--- config.mk ---
export PLATFORM = sky130hd
export DESIGN_NAME = tol_cmp
export DESIGN_NICKNAME = d
export VERILOG_FILES = /design/src/rtl/step_resp_checker_tol_cmp.sv
export SDC_FILE = /design/constraint.sdc
export NUM_CORES = 1
export LEC_CHECK = 0
export ABC_AREA = 1
export BUFFER_PORTS_ARGS = -buffer_cell sky130_fd_sc_hd__clkbuf_2
export CORE_MARGIN = 2
export CORE_UTILIZATION = 24
export DETAILED_ROUTE_END_ITERATION = 6
export SLEW_MARGIN = 40
export SYNTH_ARGS = -nofsm -noshare
export SYNTH_HDL_FRONTEND = slang
export SYNTH_SLANG_ARGS = --single-unit
export TNS_END_PERCENT = 10
--- constraint.sdc ---
create_clock -name vclk -period 2.9
set_input_delay 0.29 -clock vclk [all_inputs]
set_output_delay 0.29 -clock vclk [all_outputs]
set_load 0.01 [all_outputs]
--- src/rtl/step_resp_checker_tol_cmp.sv ---
// Combinational absolute-difference tolerance check between two signed
// fixed-point words. One extra bit on the subtract keeps the extremes
// (e.g. -32768 vs 32767) from wrapping into a false pass.
module tol_cmp #(
    parameter int WIDTH   = 16,
    parameter int ABS_TOL = 4
)(
    input  logic signed [WIDTH-1:0] i_a,
    input  logic signed [WIDTH-1:0] i_b,
    output logic                    o_within_tol
);
    logic signed [WIDTH:0] w_diff;
    logic        [WIDTH:0] w_abs;

    assign w_diff       = {i_a[WIDTH-1], i_a} - {i_b[WIDTH-1], i_b};
    assign w_abs        = w_diff[WIDTH] ? (~w_diff + 1'b1) : w_diff;
    assign o_within_tol = (w_abs <= (WIDTH+1)'(ABS_TOL));
endmodule

=== Yosys cells after proc, flatten, opt, wreduce, memory -nomap -nowiden ===
Cells that the tools add are included.

* Add/sub/neg operators: 2
* Magnitude comparators: 1
* Muxes and demuxes: 1
* Bitwise operators: 1

{| class="wikitable"
|+ Operators by type and width
! cell !! count
|-
| $add A17 B1 Y17 const B || 1
|-
| $le A17 B3 Y1 const B || 1
|-
| $mux W17 || 1
|-
| $not A17 Y17 || 1
|-
| $sub A16 B16 Y17 || 1
|}

* Register bits: 0
* Input bits: 32
* Word-level logic and storage cells: 5

=== Longest topological paths before layout ===
Gate-level depths: netlist of run 1.

* Word-level depth: 5
* Depth in mapped cells: 20

=== Worst setup path before layout of run 1 ===
Ideal clock, no wire load.

* Kind: in2out
* Start: input port i_a[0]
* End: output port o_within_tol
* Arrival time: 2.269 ns
* Slack: 0.341 ns
* Cell stages on the path: 20
* Buffers on the path: 1
* Path through: inv_1 ha_1 inv_1 fa_1 nand2_2 nand2_1 nand3_1 nand2_1 nand2_1 nand2_1 nand2_1 nand2_2 buf_6 nand2_1 o21ai_0 inv_1 nand2_1 nor2_1 nand3_1 nor3_2

* Longest elaborated chain between the ends: 5

{| class="wikitable"
|+ Ends and longest elaborated chain
! what !! line !! text
|-
| start, declared || 8 || <nowiki>input logic signed [WIDTH-1:0] i_a,</nowiki>
|-
| $sub A16 B16 Y17 * || 15 || <nowiki>assign w_diff = {i_a[WIDTH-1], i_a} - {i_b[WIDTH-1], i_b};</nowiki>
|-
| $not A17 Y17 || 16 || <nowiki>assign w_abs = w_diff[WIDTH] ? (~w_diff + 1'b1) : w_diff;</nowiki>
|-
| $add A17 B1 Y17 || 16 ||
|-
| $mux W17 * || 16 ||
|-
| $le A17 B3 Y1 * || 17 || <nowiki>assign o_within_tol = (w_abs <= (WIDTH+1)'(ABS_TOL));</nowiki>
|-
| end, declared || 10 || <nowiki>output logic o_within_tol</nowiki>
|}

Every way passes the cells marked *; elsewhere a longest branch is shown, timed or not.

=== Final worst setup path of run 1 ===
Ends and elaborated chain as after synthesis.

==> flow_summary.toml, run 1 <==
[yosys]
yosys.area.top_type_share = 0.360
yosysWarnings = 0
yosysUniqueCellTypes = 19
ys_seq_area_frac = 0
synthTopCellsByArea = "nand2_1 (36%), inv_1 (16%), nand3_1 (13%)"
synth_top_area_cell = "nand2_1"
syn_nets = 417
synth_area_um2 = 1700
synth_area_per_cell_um2 = 4.62
syn_inst = 368

[layout]
nFillCells = 809
syn_to_final_growth_pct = 40.0
design.seq.count = 0
mostFrequentLayoutCell = "nand2_1"
nets = 478
instances_no_fill = 523
fin_util = 0.348
seqCellArea_um2 = 0
n_antenna_cell = 0
drive_gt1_frac = 0.248
clock_buffer_count = 0
mostFrequentLayoutCells = "nand2_1 (148), inv_1 (69), nand3_1 (39)"

[setup_path]
crit_slowest_cell = "fa_2"
cp-end-kind = "output pin"
cpPeakStageDelay_ns = 0.42
critPathTopFamily = "simple AND/OR/NAND/NOR gates"
cp_max_fo = 4
crit_path_start_kind = "primary input"
cp_data_arrival_time_ns = 2.63
crit_buf_inv = 6
crit_chain = "buf_6, inv_4, ha_4, inv_2, fa_2, buf_6, nand3_4, nand2_4, nand2_2, nand2_2, nor2_1, nand2_2, inv_1, nand2_2, nand2_2, xor2_1, nand2_1, nor2_1, nand2_1, nor3_2, buf_2"
critPathRequiredTime_ns = 2.61
cpMostUsedCell = "nand2_2"
worstSetupPathType = "primary input to output pin"

[floorplan]
die_x_um = 88.2
io_pins = 33
die_h_um = 88.2
floorplan.die_area_um2 = 7770
start_util = 0.249
row_count = 30
core-area_um2 = 6830

[detailed_routing]
wl_mm = 5.14
routedWlPerCell_um = 9.84
drt-initial-drc-count = 142
viasPerCell = 4.41
via_count = 2304
drt_first_pass_iters = 5
antenna_left = 0
drt_drc_violations_left = 0

[timing]
maxSlewHeadroom = 0.804
slew_violations = 0
worst_slew_pin_slew_ns = 0.294
timing.final.crit_share = 1.01
holdWs_ns = 1.37
clock.fmax_ghz = 0.343
finalSetupViolCount = 1
fin_setup_tns_ns = -0.0196
rsz0062_at_grt = "true"
fin_crit_ns = 2.92
fin_ws_ns = -0.0196
finalHoldViolations = 0

[min_path]
hold_path_end = "o_within_tol"
hp-start = "i_a[0]"
hold_depth = 8
hold_class = "primary input to output pin"

[run_status]
status = "finished, violations left"
violations = "negative setup slack"

[grt]
grt_max_degree = 23
grt_pass1_vias = 2025
grt_overflow = 0
grt_use_total = 0.125
antenna_found_initial = 0
grt_pass1_wl_mm = 8.23

[place]
dp_hpwl_mm = 4.05
place_inst = 511
place_congestion = 0.883
port_buffers = 33

[power]
p_per_area_nw_per_um2 = 244
ir_drop_uv = 73.1
leakagePower_nw = 1.45

[run]
drv_cap = 0
[power breakdown]
group          internal [mW]  switching, mW  leakage, nW
clock network              0              0            0
registers                  0              0            0
logic                  0.230          0.351         1.45
[cell usage after synthesis (all sizes together)]
cell type	instances
ha	16
nand3b	3
and2	3
xnor2	1
nor2	32
nand2	169
nand3	45
a21o	1
a21oi	11
inv	72
fa	1
buf	2
nor3	2
xor2	4
o21ai	3
nand4	3
[cells by family after synthesis]
family | Yosys count | synth area share
buffers and inverters | 74 | 0.170
xor gates and xnor gates | 5 | 0.0258
adders and majority gates | 17 | 0.130
and+or+nand+nor | 257 | 0.629
AOI/OAI and AO/OA | 15 | 0.0456
[per-layer routing]
| layer | share of wire | track usage | up-vias |
|---|---|---|---|
| li1 | - | - | 1241 |
| met5 | 0 | 0 | - |
| met1 | 0.45 | 0.162 | 985 |
| met4 | 0.020 | 0.0138 | 0 |
| met3 | 0.047 | 0.00189 | 8 |
| met2 | 0.49 | 0.236 | 70 |
[stage by stage]
step,instance area [µm²],power (mW),worst slack (ns)
after floorplan,1700,0.360,0.341
after global placement,2090,0.479,0.00453
after detailed placement,2090,0.491,-0.0753
after CTS,2110,0.499,0.00198
after global routing,2380,0.657,-0.176
final,2380,0.581,-0.0196
[layout make-up]
| cell class | count | area, µm² | share of cell area |
|---|---|---|---|
| tap | 96 | 120 | 0.0505 |
| timing repair buffer | 59 | 374 | 0.157 |
| multi-input combinational | 296 | 1610 | 0.678 |
| inverter | 72 | 273 | 0.115 |
[how the worst max path moves through the flow]
stage / startpoint / to / cells after the start
CTS: i_a[0] / o_within_tol / 21
global placement: i_a[0] / o_within_tol / 20
floorplan: i_a[0] / o_within_tol / 20
finish: i_a[0] / o_within_tol / 21
detailed placement: i_a[0] / o_within_tol / 22
global route: i_a[0] / o_within_tol / 21
[repair_timing]
action                     CTS  global route
cloned                       0             2
pin swaps                    1            26
setup endpoints to repair    1             1
hold buffers                 0             0
setup buffers                2             8
resized for setup            4            51
Power figures use the tool's default switching activity.
==> inputs of run 2 (changes only) <==
--- a/config.mk
+++ b/config.mk
@@ -5,11 +5,12 @@
 export SDC_FILE = /design/constraint.sdc
 export NUM_CORES = 1
 export LEC_CHECK = 0
-export ABC_AREA = 1
+export ABC_AREA = 0
 export BUFFER_PORTS_ARGS = -buffer_cell sky130_fd_sc_hd__clkbuf_2
 export CORE_MARGIN = 2
-export CORE_UTILIZATION = 24
+export CORE_UTILIZATION = 53
 export DETAILED_ROUTE_END_ITERATION = 6
+export PLACE_DENSITY = 0.81
 export SLEW_MARGIN = 40
 export SYNTH_ARGS = -nofsm -noshare
 export SYNTH_HDL_FRONTEND = slang
==> constraint.sdc (replaced) <==
create_clock -name vclk -period 2.4
set_input_delay 0.24 -clock vclk [all_inputs]
set_output_delay 0.24 -clock vclk [all_outputs]
set_load 0.01 [all_outputs]
==> run 2 against run 1 <==
Critical path depth decreased by 5. First-iteration DRC count rose by 47%. Worst setup slack worse by 1.0 ns. Sequential share of layout area stayed put. Design area rose by 6.4%. Total power rose by 62%. The flow still finishes with violations (negative setup slack). Routed wire length up 20%. Non-clock buffer count up 59. Hold slack worse by 0.023 ns. Die area fell by 57%. Cell count fell by 30%. Combinational power up 62%.
==> flow_summary.toml, run 2 <==
[setup_path]
worstSetupPathType = "primary input to output pin"
crit_path_start_kind = "primary input"
cp-end-kind = "output pin"
cp_data_arrival_time_ns = 3.23
critPathRequiredTime_ns = 2.16
cp_max_fo = 5

[timing]
maxSlewHeadroom = 0.451
fin_crit_ns = 3.47
worst_slew_pin_slew_ns = 0.818
timing.final.crit_share = 1.45
finalSetupViolCount = 1
fin_setup_tns_ns = -1.07
fin_ws_ns = -1.07
finalHoldViolations = 0
holdWs_ns = 1.34
slew_violations = 0
rsz0062_at_grt = "true"
clock.fmax_ghz = 0.288

[place]
dp_hpwl_mm = 4.45
pre_cts_ws_ns = -1.16
place_area_um2 = 2420
place_inst = 361
place_congestion = 0.890
port_buffers = 33

[detailed_routing]
via_count = 2376
drt_first_pass_iters = 5
antenna_left = 0
drt_drc_violations_left = 0
wl_mm = 6.20
viasPerCell = 6.46
routedWlPerCell_um = 16.8
drt-initial-drc-count = 209

[yosys]
synthTopCellsByArea = "ha_1 (13%), inv_1 (5.4%), nor2_1 (4.7%)"
synth_most_common_cell = "inv_1"
synth_compound_area_frac = 0.353
synthXorXnorAreaFrac = 0.0629
synth.area.mux_share = 0.0270
synth_top_area_cell = "ha_1"
syn_nets = 275
yosysWarnings = 0
yosys.area.top_type_share = 0.131
yosysUniqueCellTypes = 56
synth-simple-area-share = 0.338
synth_top_family_by_area = "compound AO/OA/AOI/OAI gates"
synth_area_per_cell_um2 = 6.78
ys_seq_area_frac = 0
syn_inst = 226
synth_fa_ha_area_frac = 0.144
yosys-top-cells-count = "inv_1 (22), nor2_1 (19), nand2_1 (18), ha_1 (16), o21ai_0 (12)"
synth_area_um2 = 1530

[grt]
antenna_found_initial = 0
grt_overflow = 0
grt_pass1_vias = 2328
grt_max_degree = 7
grt_use_total = 0.355
grt_pass1_wl_mm = 9.75

[layout]
design.seq.count = 0
nets = 388
nFillCells = 118
drive_gt1_frac = 0.445
mostFrequentLayoutCell = "buf_4"
multi_input_area_um2 = 1570
fin_util = 0.918
n_antenna_cell = 0
syn_to_final_growth_pct = 65.3
instances_no_fill = 368
seqCellArea_um2 = 0
clock_buffer_count = 0
mostFrequentLayoutCells = "buf_4 (85), clkbuf_2 (31), inv_1 (20)"
final_area_um2 = 2530

[floorplan]
die_h_um = 57.8
floorplan.die_area_um2 = 3340
row_count = 19
start_util = 0.555
io_pins = 33
die_x_um = 57.8
core-area_um2 = 2760

[clock_network]
cts_hold_buffers = 0

[power]
combPwrFrac = 1.000
p_per_area_nw_per_um2 = 372
p_sw_mw = 0.479
ir_drop_uv = 377
leakagePower_nw = 1.24
intPower_mw = 0.463
clock_power_share = 0
switching_share = 0.508
pwr-share-seq = 0
power_mw = 0.942

[run_status]
violations = "negative setup slack"
status = "finished, violations left"

[min_path]
hold_depth = 8
hold_class = "primary input to output pin"

[run]
drv_cap = 0
==> run 2: changes by cell type in the layout (fill, tap and decap cells not counted), moves of 5 or more <==
| cell | previous run | this run |
|---|---|---|
| o21ai_0 | 2 | 12 |
| o2111ai_1 | 0 | 5 |
| a211oi_1 | 0 | 7 |
| o211ai_1 | 0 | 7 |
| nor3_1 | 1 | 6 |
| nor2_1 | 26 | 19 |
| inv_1 | 69 | 20 |
| nand2_1 | 148 | 18 |
| buf_4 | 24 | 85 |
| or4_1 | 0 | 5 |
| nand3_1 | 39 | 5 |
| nand2_2 | 19 | 0 |
| ha_1 | 10 | 15 |
==> run 2: repair_timing <==
item	CTS	global route
pin swaps	8	4
setup endpoints to repair	1	1
gates resized for setup	8	3
buffers inserted	6	1
==> run 2: critical path: stages <==
cell and delay (ns):
clkbuf_16 0.13, inv_12 0.04, ha_4 0.13, inv_2 0.04
fa_2 0.36, a211oi_4 0.32, o21bai_1 0.15, a21oi_2 0.22
xor2_2 0.18, o21ai_2 0.10, buf_4 0.16, or4_1 0.46
a211oi_1 0.21, nand4_1 0.17, nor4_4 0.16, buf_2 0.16
==> run 2: metal layers <==
layer | routed length [µm] | vias to the layer above | global-route usage | share of wire
met2 | 3120 | 155 | 0.680 | 0.50
met5 | 0 | - | 0 | 0
met4 | 211 | 0 | 0.106 | 0.034
li1 | - | 1087 | - | -
met3 | 463 | 35 | 0.0246 | 0.075
met1 | 2400 | 1099 | 0.415 | 0.39
==> run 2: worst paths after layout <==
path	from	end	slack, ns
worst max-delay path	i_a[0]	o_within_tol	-1.07
worst min-delay path	i_a[14]	o_within_tol	1.34
==> run 2: layout make-up <==
cell class / count / area share
inverter: 22 / 0.0376
multi-input combinational: 197 / 0.622
tap: 31 / 0.0153
timing repair buffer: 118 / 0.325
==> run 2: power groups by stage <==
stage	logic, mW	clock network, mW	registers, mW
6_report	0.942	0	0
5_1_grt	0.995	0	0
4_1_cts	0.876	0	0
3_5_place_dp	0.836	0	0
3_3_place_gp	0.800	0	0
2_1_floorplan	0.474	0	0
==> run 2: cell families after synthesis <==
family | count (synthesis)
XOR/XNOR | 11
buffers and inverters | 29
AO/OA/AOI/OAI | 73
multiplexers | 4
AND/OR/NAND/NOR | 92
adder cells (fa/ha/maj) | 17
==> inputs of run 3 (changes only) <==
--- a/config.mk
+++ b/config.mk
@@ -8,9 +8,9 @@
 export ABC_AREA = 0
 export BUFFER_PORTS_ARGS = -buffer_cell sky130_fd_sc_hd__clkbuf_2
 export CORE_MARGIN = 2
-export CORE_UTILIZATION = 53
+export CORE_UTILIZATION = 60
 export DETAILED_ROUTE_END_ITERATION = 6
-export PLACE_DENSITY = 0.81
+export PLACE_DENSITY = 0.87
 export SLEW_MARGIN = 40
 export SYNTH_ARGS = -nofsm -noshare
 export SYNTH_HDL_FRONTEND = slang
==> constraint.sdc (replaced) <==
create_clock -name vclk -period 4.12
set_input_delay 0.412 -clock vclk [all_inputs]
set_output_delay 0.412 -clock vclk [all_outputs]
set_load 0.01 [all_outputs]
==> run 3 against run 2 <==
Worst setup slack better by 1.2 ns. Count of clock-buffer cells in the layout stayed put. Utilization is 18 points lower. Critical path depth is 2 lower. Combinational power is 63% lower. Via count is 24% lower. The flow now finishes without violations. Non-clock buffer count is 74 lower. Global-route usage is 9.9 points lower. Largest cell class unchanged. First-iteration DRC count is 73% lower. Sequential cell count stayed put. Routed wire length is 38% lower. Critical path type unchanged. Die area is 11% lower.
==> flow_summary.toml, run 3 (same netlist as run 2, synthesis figures left out) <==
[run_status]
status = "completed"

[layout]
fin_util = 0.738
n_antenna_cell = 0
drive_gt1_frac = 0.232
nets = 314
nFillCells = 232
clock_buffer_count = 0
mostFrequentLayoutCell = "clkbuf_2"
mostFrequentLayoutCells = "clkbuf_2 (33), inv_1 (22), nor2_1 (19)"
design.seq.count = 0
syn_to_final_growth_pct = 18.3
seqCellArea_um2 = 0
final_area_um2 = 1810

[floorplan]
io_pins = 33
row_count = 18
die_h_um = 54.5
die_x_um = 54.5
start_util = 0.624
core-area_um2 = 2450
floorplan.die_area_um2 = 2970

[setup_path]
cp-end-kind = "output pin"
crit_path_start_kind = "primary input"
critPathRequiredTime_ns = 3.71
cp_data_arrival_time_ns = 3.61
cp_max_fo = 6
worstSetupPathType = "primary input to output pin"

[detailed_routing]
viasPerCell = 6.16
routedWlPerCell_um = 13.1
wl_mm = 3.84
drt_first_pass_iters = 4
via_count = 1806
drt-initial-drc-count = 57
antenna_left = 0
drt_drc_violations_left = 0

[grt]
antenna_found_initial = 0
grt_use_total = 0.256
grt_overflow = 0
grt_pass1_wl_mm = 5.94
grt_max_degree = 13
grt_pass1_vias = 1357

[clock_network]
ctsResizeCount = 0
post_cts_buffers = 0
cts_hold_buffers = 0

[timing]
fin_crit_ns = 4.02
finalSetupViolCount = 0
timing.final.crit_share = 0.976
clock.fmax_ghz = 0.249
maxSlewHeadroom = 0.568
worst_slew_pin_slew_ns = 0.643
finalHoldViolations = 0
slew_violations = 0

[place]
place_congestion = 0.878
dp_hpwl_mm = 3.17
port_buffers = 33
place_area_um2 = 1780

[run]
drv_cap = 0

[power]
leakagePower_nw = 0.831
p_per_area_nw_per_um2 = 192
ir_drop_uv = 120
power_mw = 0.349

[min_path]
hold_class = "primary input to output pin"
hold_depth = 8
hp-start = "i_a[14]"
hold_path_end = "o_within_tol"
[run 3: how the worst max path moves through the flow]
stage / start / to / slack [ns]
global placement: i_a[0] / o_within_tol / 0.17
detailed placement: i_a[0] / o_within_tol / 0.10
global route: i_b[5] / o_within_tol / -0.01
CTS: i_a[0] / o_within_tol / 0.09
floorplan: i_a[0] / o_within_tol / 0.22
finish: i_a[0] / o_within_tol / 0.1
[run 3: power breakdown]
part           switching [mW]  total, mW  internal [mW]  leakage [nW]
combinational           0.198      0.349          0.151         0.831
clock                       0          0              0             0
sequential                  0          0              0             0
total                   0.198      0.349          0.151         0.831
[run 3: through the flow]
step                      instances  setup slack [ns]  setup TNS [ns]  hold slack, ns
after CTS                       293            0.0882               0            1.65
after floorplan                 226             0.217               0            1.40
after detailed placement        293             0.103               0            1.64
final                           293             0.100               0            1.65
after global placement          293             0.169               0            1.62
after global routing            293           -0.0147         -0.0147            1.70
[run 3: critical path, stage by stage]
cell and delay (ns):
clkbuf_2 0.08, inv_1 0.05, ha_1 0.16, inv_1 0.06, fa_1 0.43, a211oi_4 0.30, nor2_1 0.10, xor2_1 0.20
or4_4 0.55, or3_1 0.38, nor4_1 0.29, a211oi_1 0.12, nor4_1 0.29, clkbuf_2 0.18
[run 3: area by class of cell]
type / instances / area [µm²] / area share
Multi-Input combinational cell: 197 / 1440 / 0.797
Timing Repair Buffer: 44 / 248 / 0.137
Inverter: 22 / 82.6 / 0.0456
Tap cell: 30 / 37.5 / 0.0207
[run 3: metal layers]
layer | share of wire | wire (µm) | track usage
met1 | 0.50 | 1920 | 0.376
met2 | 0.46 | 1770 | 0.434
met3 | 0.034 | 131 | 0
met4 | 0.0047 | 18 | 0.0167
met5 | 0 | 0 | 0
